[src/rtl/pwm_multichannel_generator_if.sv]
// rtl/pwm_multichannel_generator_if.sv - control/status bundle for the multichannel PWM generator
interface pwm_multichannel_generator_if #(
    parameter int CHANNELS = 4,
    parameter int DUTY_W   = 8
);
    localparam int SEL_W = (CHANNELS > 1) ? $clog2(CHANNELS) : 1;

    logic                ena;
    logic                xu;
    logic                xd;
    logic [SEL_W-1:0]    sel;
    logic [2:0]          conf;
    logic                mode;
    logic [CHANNELS-1:0] pwm;
    logic                period_start;
    logic [DUTY_W:0]     duty_rd;

    modport master (
        output ena, xu, xd, sel, conf, mode,
        input  pwm, period_start, duty_rd
    );

    modport slave (
        input  ena, xu, xd, sel, conf, mode,
        output pwm, period_start, duty_rd
    );
endinterface

[src/rtl/pwm_multichannel_generator.sv]
// rtl/pwm_multichannel_generator.sv - CHANNELS-wide PWM with shared prescaler/counter
// Optional macro PWM_PHASE_STAGGER_EN staggers edge-aligned channel phases.
module pwm_multichannel_generator #(
    parameter int CHANNELS  = 4,
    parameter int DUTY_W    = 8,
    parameter int STEP      = 16,
    parameter int INIT_DUTY = 128
) (
    input logic                      clk,
    input logic                      rst_n,
    pwm_multichannel_generator_if.slave bus
);
    localparam logic [DUTY_W-1:0] CNT_MAX   = '1;
    localparam logic [DUTY_W-1:0] CNT_ONE   = DUTY_W'(1);
    localparam logic [DUTY_W:0]   INIT_D    = (DUTY_W+1)'(INIT_DUTY);
    localparam logic [DUTY_W:0]   STEP_D    = (DUTY_W+1)'(STEP);
    localparam logic [DUTY_W+1:0] STEP_X    = (DUTY_W+2)'(STEP);
    localparam logic [DUTY_W+1:0] FULL_X    = (DUTY_W+2)'(1) << DUTY_W;
    localparam logic [DUTY_W:0]   FULL_D    = (DUTY_W+1)'(1) << DUTY_W;
    localparam logic [6:0]        PRESC_ONE = 7'd1;

    logic [1:0]          r_xu_sync, r_xd_sync;
    logic                r_xu_prev, r_xd_prev;
    logic [6:0]          r_presc;
    logic [DUTY_W-1:0]   r_cnt;
    logic                r_dir_down;
    logic [2:0]          r_conf;
    logic                r_mode;
    logic [DUTY_W:0]     r_pending [CHANNELS];
    logic [DUTY_W:0]     r_active  [CHANNELS];
    logic [CHANNELS-1:0] r_pwm;
    logic                r_period_start;

    logic                w_xu_edge, w_xd_edge, w_sel_ok, w_edit;
    logic [DUTY_W:0]     w_sel_pending, w_duty_up, w_duty_dn;
    logic [DUTY_W+1:0]   w_sum;
    logic [6:0]          w_presc_top;
    logic                w_tick, w_boundary, w_dir_next;
    logic [DUTY_W-1:0]   w_cnt_next;
    logic [CHANNELS-1:0] w_pwm_next;

    assign w_xu_edge = r_xu_sync[1] & ~r_xu_prev;
    assign w_xd_edge = r_xd_sync[1] & ~r_xd_prev;
    assign w_sel_ok  = int'(bus.sel) < CHANNELS;
    // Simultaneous up and down edges cancel out.
    assign w_edit    = (w_xu_edge ^ w_xd_edge) && w_sel_ok;

    assign w_sel_pending = w_sel_ok ? r_pending[bus.sel] : '0;
    assign w_sum         = {1'b0, w_sel_pending} + STEP_X;
    assign w_duty_up     = (w_sum > FULL_X) ? FULL_D : w_sum[DUTY_W:0];
    assign w_duty_dn     = (w_sel_pending < STEP_D) ? '0 : w_sel_pending - STEP_D;

    assign w_presc_top = 7'((8'd1 << r_conf) - 8'd1);
    assign w_tick      = bus.ena && (r_presc == w_presc_top);

    always_comb begin
        w_cnt_next = r_cnt;
        w_dir_next = r_dir_down;
        w_boundary = 1'b0;
        if (w_tick) begin
            if (!r_mode) begin
                w_cnt_next = r_cnt + CNT_ONE;
                w_dir_next = 1'b0;
                w_boundary = (r_cnt == CNT_MAX);
            end else if (!r_dir_down) begin
                w_cnt_next = r_cnt + CNT_ONE;
                w_dir_next = (w_cnt_next == CNT_MAX);
            end else begin
                w_cnt_next = r_cnt - CNT_ONE;
                if (w_cnt_next == '0) begin
                    w_dir_next = 1'b0;
                    w_boundary = 1'b1;
                end
            end
            // A mode switch restarts the new period from zero, counting up.
            if (w_boundary && (bus.mode != r_mode)) begin
                w_cnt_next = '0;
                w_dir_next = 1'b0;
            end
        end
    end

    for (genvar g = 0; g < CHANNELS; g++) begin : g_ch
        logic [DUTY_W:0]   w_duty_next;
        logic [DUTY_W-1:0] w_phase;
        assign w_duty_next = w_boundary ? r_pending[g] : r_active[g];
`ifdef PWM_PHASE_STAGGER_EN
        localparam logic [DUTY_W-1:0] OFFSET = DUTY_W'(g * ((1 << DUTY_W) / CHANNELS));
        logic w_mode_next;
        assign w_mode_next = w_boundary ? bus.mode : r_mode;
        assign w_phase     = w_mode_next ? w_cnt_next : w_cnt_next + OFFSET;
`else
        assign w_phase = w_cnt_next;
`endif
        assign w_pwm_next[g] = bus.ena && ({1'b0, w_phase} < w_duty_next);
    end

    always_ff @(posedge clk or negedge rst_n) begin
        if (!rst_n) begin
            r_xu_sync <= '0;
            r_xd_sync <= '0;
            r_xu_prev <= 1'b0;
            r_xd_prev <= 1'b0;
            for (int i = 0; i < CHANNELS; i++) r_pending[i] <= INIT_D;
        end else begin
            r_xu_sync <= {r_xu_sync[0], bus.xu};
            r_xd_sync <= {r_xd_sync[0], bus.xd};
            r_xu_prev <= r_xu_sync[1];
            r_xd_prev <= r_xd_sync[1];
            if (w_edit) r_pending[bus.sel] <= w_xu_edge ? w_duty_up : w_duty_dn;
        end
    end

    always_ff @(posedge clk or negedge rst_n) begin
        if (!rst_n) begin
            r_presc        <= '0;
            r_cnt          <= '0;
            r_dir_down     <= 1'b0;
            r_conf         <= '0;
            r_mode         <= 1'b0;
            r_pwm          <= '0;
            r_period_start <= 1'b0;
            for (int i = 0; i < CHANNELS; i++) r_active[i] <= INIT_D;
        end else begin
            if (bus.ena) r_presc <= w_tick ? '0 : r_presc + PRESC_ONE;
            r_cnt          <= w_cnt_next;
            r_dir_down     <= w_dir_next;
            r_pwm          <= w_pwm_next;
            r_period_start <= w_boundary;
            if (w_boundary) begin
                r_conf <= bus.conf;
                r_mode <= bus.mode;
                for (int i = 0; i < CHANNELS; i++) r_active[i] <= r_pending[i];
            end
        end
    end

    assign bus.pwm          = r_pwm;
    assign bus.period_start = r_period_start;
    assign bus.duty_rd      = w_sel_ok ? r_active[bus.sel] : '0;
endmodule
[src/flat_wrapper.sv]
// flat-port wrapper written by rule: the top's interface ports become plain ports
module pwm_multichannel_generator_flat 
#(
    parameter int CHANNELS  = 4,
    parameter int DUTY_W    = 8,
    parameter int STEP      = 16,
    parameter int INIT_DUTY = 128
)
  (clk, rst_n, bus_ena, bus_xu, bus_xd, bus_sel, bus_conf, bus_mode, bus_pwm, bus_period_start, bus_duty_rd);
  pwm_multichannel_generator_if #(.CHANNELS(CHANNELS), .DUTY_W(DUTY_W)) bus_i ();
  input logic clk;
  input logic rst_n;
  input wire logic [$bits(bus_i.ena)-1:0] bus_ena;
  input wire logic [$bits(bus_i.xu)-1:0] bus_xu;
  input wire logic [$bits(bus_i.xd)-1:0] bus_xd;
  input wire logic [$bits(bus_i.sel)-1:0] bus_sel;
  input wire logic [$bits(bus_i.conf)-1:0] bus_conf;
  input wire logic [$bits(bus_i.mode)-1:0] bus_mode;
  output wire logic [$bits(bus_i.pwm)-1:0] bus_pwm;
  output wire logic [$bits(bus_i.period_start)-1:0] bus_period_start;
  output wire logic [$bits(bus_i.duty_rd)-1:0] bus_duty_rd;
  assign bus_i.ena = bus_ena;
  assign bus_i.xu = bus_xu;
  assign bus_i.xd = bus_xd;
  assign bus_i.sel = bus_sel;
  assign bus_i.conf = bus_conf;
  assign bus_i.mode = bus_mode;
  assign bus_pwm = bus_i.pwm;
  assign bus_period_start = bus_i.period_start;
  assign bus_duty_rd = bus_i.duty_rd;
  pwm_multichannel_generator #(.CHANNELS(CHANNELS), .DUTY_W(DUTY_W), .STEP(STEP), .INIT_DUTY(INIT_DUTY)) u_core (.clk(clk), .rst_n(rst_n), .bus(bus_i));
endmodule
[config.mk]
export PLATFORM = sky130hd
export DESIGN_NAME = pwm_multichannel_generator_flat
export DESIGN_NICKNAME = d
export VERILOG_FILES = /design/src/rtl/pwm_multichannel_generator_if.sv /design/src/rtl/pwm_multichannel_generator.sv /design/src/flat_wrapper.sv
export SDC_FILE = /design/constraint.sdc
export NUM_CORES = 1
export LEC_CHECK = 0
export CELL_PAD_IN_SITES_DETAIL_PLACEMENT = 1
export CELL_PAD_IN_SITES_GLOBAL_PLACEMENT = 1
export CORE_ASPECT_RATIO = 1.1
export CORE_UTILIZATION = 45
export DETAILED_ROUTE_END_ITERATION = 16
export HOLD_SLACK_MARGIN = 0.05
export PLACE_DENSITY = 0.79
export SYNTH_ARGS = -nofsm -noshare
export SYNTH_HDL_FRONTEND = slang
export SYNTH_SLANG_ARGS = --single-unit
[constraint.sdc]
create_clock -name clk -period 4.02 [get_ports clk]
set_clock_uncertainty 0.15 [all_clocks]
set_input_delay 0.402 -clock clk [delete_from_list [all_inputs] [get_ports clk]]
set_output_delay 0.402 -clock clk [all_outputs]
set_load 0.05 [all_outputs]
==> results.txt <==
The flow ran to the end, and the final reports show no timing, DRC or antenna violations. The final route contains 4287 vias. The floorplan step defined a core boundary enclosing 12600 um^2.

Final hold analysis gives a worst-case slack of 0.208 ns. The tools report the number of nets in the final layout as 603. TritonCTS built the clock tree. On the critical path the largest part of the delay comes from compound AO/OA/AOI/OAI gates. In this run the critical register-to-register path is captured at u_core.bus.pwm[2].

The worst-case headroom to the max-slew limit is 29.9%. The maximum achievable frequency came out at 256 MHz. Of the synthesized area, sequential elements account for 44.2%.

The startpoint identified for the worst register-to-register timing path is u_core.r_conf[0]. The first routing iteration left 238 violations. Post-synthesis sequential element count: 103. The run gives 0 as the max-slew violation count.

The number of standard cells in the layout, taps in and fillers out was 717. The total length of routed wires is 15400 um. Global-route congestion overflow total: 0.

CTS built an H-tree with a depth of 3. The first global-routing pass estimated 24600 um of wire. For the worst setup path, the data arrival time is 4.04 ns. The final cycle utilization of the critical path was 97.1%; the initial core utilization was 46.3%. In the layout the commonest cells are 93 x sky130_fd_sc_hd__dfrtp_1, 59 x sky130_fd_sc_hd__mux2_2, 41 x sky130_fd_sc_hd__inv_1.

In the routed layout, each cell is associated on average with a via count of 5.98. The run gives 0 as the number of endpoints failing setup at the final stage. The HPWL after detailed placement is 11200 um. The via count of the first global-routing pass came out at 4641. Clock tree synthesis inserted a total of 9 buffers.

The critical path in this run is classified as reg -> reg. The die covers 13500 um^2. Walking the worst path, the cells encountered are buf_6, or3_4, a2111oi_4, a31oi_2, a211oi_2, nor3b_4, buf_12, mux2_2, inv_1, ha_1, a21o_1, a21o_1, a21oi_2, nor2b_1, o21ai_1, a32o_1.

Measured in cells, the most critical reg-to-reg path has a length of 16. The run gives 0 as the number of max-cap violations. The count of boundary I/O pins came out at 25. After detailed routing, the average wire length per cell comes to 21.5 um. End point of the worst hold path: u_core.r_xu_sync[1].

The async set-or-reset flop fraction in the synthesized netlist is 100%. The congestion estimate from routability-driven global placement came to 0.883. The critical path contains buffers and inverters numbering 3 combined. The run gives 3.04 nW as the cell leakage power. The clock net in this run drives a total of 103 sinks.

At the pin with the least slew margin, the transition time is 1.05 ns. Counting the fill cells in the layout gives 1327. Data on the critical path is required at its endpoint by 4.16 ns. In this run the worst path has a maximum fanout of 8. Footprint of the multi-input gates: 3110 um^2. For the number of nets in the synthesized netlist, the log shows 561.

The tools report the worst setup margin as 0.116 ns. The final critical-path required period is 3.90 ns. Worst hold-check path type: reg -> reg. Setup repair after global routing could not meet its margin everywhere. The die is 111 um wide.

The synthesized netlist occupies a cell area of 5860 um^2. From synthesis to final layout, the design area changed by 17.4%. The accumulated negative setup slack was 0 ns. The cell count after synthesis came out at 513. The logs give 0 for the number of nets still failing antenna checks after routing and 696 for the placed cell count.

Entering global routing, the biggest net connects 49 pins. Clock-pin slew was measured on the worst setup and hold paths at 0.07 ns. Clock tree synthesis selected as its root buffer the cell sky130_fd_sc_hd__clkbuf_16.

Highest cell delay on the worst timing path: 0.40 ns. Among the stages of the critical path, the cell type that occurs most often is sky130_fd_sc_hd__a21o_1. Counting along the longest clock path gives a buffer depth of 2. For the number of antenna violations at the first check in global routing, the log shows 0.

Timing analysis after detailed placement gives a worst setup slack of -0.0470 ns. The flip-flop cell with the highest count after synthesis was sky130_fd_sc_hd__dfrtp_1. For flop-to-flop paths, the worst setup slack is 0.12 ns. The startpoint identified for the worst hold timing path is u_core.r_xu_sync[0].

For the number of warnings reported in the yosys synthesis log, the log shows 0. The tools report the count of cell types in the netlist as 55. Of the cells placed in the final design, the portion with a size suffix greater than 1 is 27.7%.

The slowest stage cell on the critical path was sky130_fd_sc_hd__dfrtp_1. The sequential cells in the finished layout cover a total of 2590 um^2. The first-pass iteration count of the detailed router is 4, and the overall track demand over capacity in global routing is 23.8%. The DRC violation count after routing came out at 0. Leading cell type in the layout, fill and taps excluded: sky130_fd_sc_hd__dfrtp_1. The average footprint of a synthesized cell is 11.4 um^2.

The start point of the critical path was u_core.r_conf[0]. For the hold violation total from the final report, the log shows 0. The run gives 43 as the number of core rows. Counting flops with a built-in enable in the synthesized netlist gives 0.

STA classifies the critical path startpoint as a register. The run gives 0.35 ns as the clock insertion delay at the later pin of the skew report. The peak ir drop on the vdd network was 340 uV; the height of the die was 122 um.

The endpoint type of the worst setup path is a register. Hold path depth: 0. Input and output buffers added on the ports amount to 24. 0 antenna diodes ended up in the layout. Dividing total power by cell area gives a power density of 522 nW/um^2.
-- cell usage after synthesis, types with 2 or more instances --
| library cell | number | share of area [%] |
|---|---|---|
| sky130_fd_sc_hd__and4_1 | 5 | 0.75 |
| sky130_fd_sc_hd__nand3b_1 | 3 | 0.38 |
| sky130_fd_sc_hd__o31ai_1 | 5 | 0.64 |
| sky130_fd_sc_hd__o21ai_0 | 22 | 1.9 |
| sky130_fd_sc_hd__buf_2 | 6 | 0.51 |
| sky130_fd_sc_hd__a21oi_1 | 14 | 1.2 |
| sky130_fd_sc_hd__a21o_1 | 9 | 1.2 |
| sky130_fd_sc_hd__nor3b_1 | 6 | 0.77 |
| sky130_fd_sc_hd__mux4_2 | 17 | 6.5 |
| sky130_fd_sc_hd__and2_1 | 2 | 0.21 |
| sky130_fd_sc_hd__xor2_1 | 9 | 1.3 |
| sky130_fd_sc_hd__nand3_1 | 12 | 1.0 |
| sky130_fd_sc_hd__dfstp_2 | 8 | 3.6 |
| sky130_fd_sc_hd__mux2i_1 | 7 | 1.2 |
| sky130_fd_sc_hd__nor2b_1 | 12 | 1.3 |
| sky130_fd_sc_hd__buf_4 | 2 | 0.26 |
| sky130_fd_sc_hd__buf_6 | 2 | 0.38 |
| sky130_fd_sc_hd__clkbuf_1 | 7 | 0.45 |
| sky130_fd_sc_hd__a21boi_0 | 4 | 0.51 |
| sky130_fd_sc_hd__nand2b_1 | 3 | 0.32 |
| sky130_fd_sc_hd__o2111ai_1 | 4 | 0.60 |
| sky130_fd_sc_hd__a31o_2 | 2 | 0.30 |
| sky130_fd_sc_hd__xnor2_1 | 6 | 0.90 |
| sky130_fd_sc_hd__buf_1 | 4 | 0.26 |
| sky130_fd_sc_hd__a31oi_1 | 5 | 0.53 |
| sky130_fd_sc_hd__nor4_1 | 2 | 0.21 |
| sky130_fd_sc_hd__nor2_1 | 24 | 1.5 |
| sky130_fd_sc_hd__nor3_1 | 6 | 0.51 |
| sky130_fd_sc_hd__dfrtp_1 | 95 | 41 |
| sky130_fd_sc_hd__o22ai_1 | 3 | 0.32 |
| sky130_fd_sc_hd__inv_1 | 43 | 2.8 |
| sky130_fd_sc_hd__a32o_1 | 5 | 0.85 |
| sky130_fd_sc_hd__a22o_1 | 2 | 0.30 |
| sky130_fd_sc_hd__o21bai_1 | 4 | 0.51 |
| sky130_fd_sc_hd__mux2_2 | 63 | 12 |
| sky130_fd_sc_hd__nand2_1 | 28 | 1.8 |
| sky130_fd_sc_hd__nand4_1 | 5 | 0.53 |
| sky130_fd_sc_hd__ha_1 | 37 | 7.9 |
| sky130_fd_sc_hd__or3_1 | 4 | 0.43 |
-- through the flow --
step                cell area, um^2  util (%)  power, mW
finish                         6880      54.4       3.59
detailed placement             6380      50.5       2.53
CTS                            6750      53.4       3.55
global placement               6380      50.5       2.47
floorplan                      5890         -       2.17
global route                   6880      54.4       3.78
-- worst max-delay path by stage --
| stage | to | depth (start not counted) | slack, ns |
|---|---|---|---|
| 3_5_place_dp | u_core.bus.pwm[2] | 16 | -0.05 |
| 2_1_floorplan | u_core.bus.pwm[2] | 19 | -0.006 |
| 3_3_place_gp | u_core.bus.pwm[3] | 16 | 0.16 |
| 4_1_cts | u_core.bus.pwm[2] | 18 | 0.02 |
| 6_report | u_core.bus.pwm[2] | 16 | 0.12 |
| 5_1_grt | u_core.bus.pwm[2] | 17 | -0.04 |
-- logic make-up after synthesis --
logic type      count (synthesis)  share of synthesized area [%]
mux                            87                           19.8
buf+inv                        64                           4.61
xor+xnor                       15                           2.24
simple gates                  118                           10.8
flops                         103                           44.2
compound gates                 89                           10.5
fa+ha+maj                      37                           7.90
-- flip-flops by register name, indices dropped and copies added, names as in the netlist --
register / flops
u_core.r_xu_prev: 1
u_core.r_presc: 7
u_core.r_active: 36
u_core.bus.period_start: 1
u_core.r_xd_prev: 1
u_core.bus.pwm: 4
u_core.r_conf: 3
u_core.r_cnt: 8
u_core.r_xd_sync: 2
u_core.r_pending: 36
u_core.r_dir_down: 1
u_core.r_xu_sync: 2
u_core.r_mode: 1
-- where the power goes --
group | internal (mW) | switching [mW]
clock network | 0.609 | 0.387
registers | 1.21 | 0.196
logic | 0.546 | 0.646
total | 2.36 | 1.23
-- routing by layer --
layer | track usage, % | routed length, um | vias up
met5 | 0 | 0 | -
met4 | 9.75 | 472 | 0
met3 | 3.28 | 353 | 37
met2 | 42.4 | 8020 | 81
met1 | 29.2 | 6580 | 2230
li1 | - | - | 1939
-- cell type report --
cell class / instances / share of cell area, %
Clock buffer: 10 / 3.33
Clock inverter: 6 / 1.58
Inverter: 43 / 2.35
Multi-Input combinational cell: 346 / 45.3
Sequential cell: 103 / 37.7
Tap cell: 157 / 2.86
Timing Repair Buffer: 52 / 6.95
-- timing repair --
action | in CTS | in global routing
resized for setup | 2 | 26
hold buffers | 1 | 0
pin swaps | 0 | 10
endpoints found under the hold margin | 38 | 0
buffers inserted | 3 | 1
endpoints found under the setup margin | 4 | 4
-- worst register-to-register path, stage by stage (launching register included) --
cell	delay, ns
sky130_fd_sc_hd__dfrtp_1	0.40
sky130_fd_sc_hd__buf_6	0.14
sky130_fd_sc_hd__or3_4	0.39
sky130_fd_sc_hd__a2111oi_4	0.36
sky130_fd_sc_hd__a31oi_2	0.08
sky130_fd_sc_hd__a211oi_2	0.30
sky130_fd_sc_hd__nor3b_4	0.30
sky130_fd_sc_hd__buf_12	0.17
sky130_fd_sc_hd__mux2_2	0.36
sky130_fd_sc_hd__inv_1	0.07
sky130_fd_sc_hd__ha_1	0.24
sky130_fd_sc_hd__a21o_1	0.20
sky130_fd_sc_hd__a21o_1	0.17
sky130_fd_sc_hd__a21oi_2	0.14
sky130_fd_sc_hd__nor2b_1	0.06
sky130_fd_sc_hd__o21ai_1	0.11
sky130_fd_sc_hd__a32o_1	0.18
No activity file was read; power rests on OpenSTA's default activity.
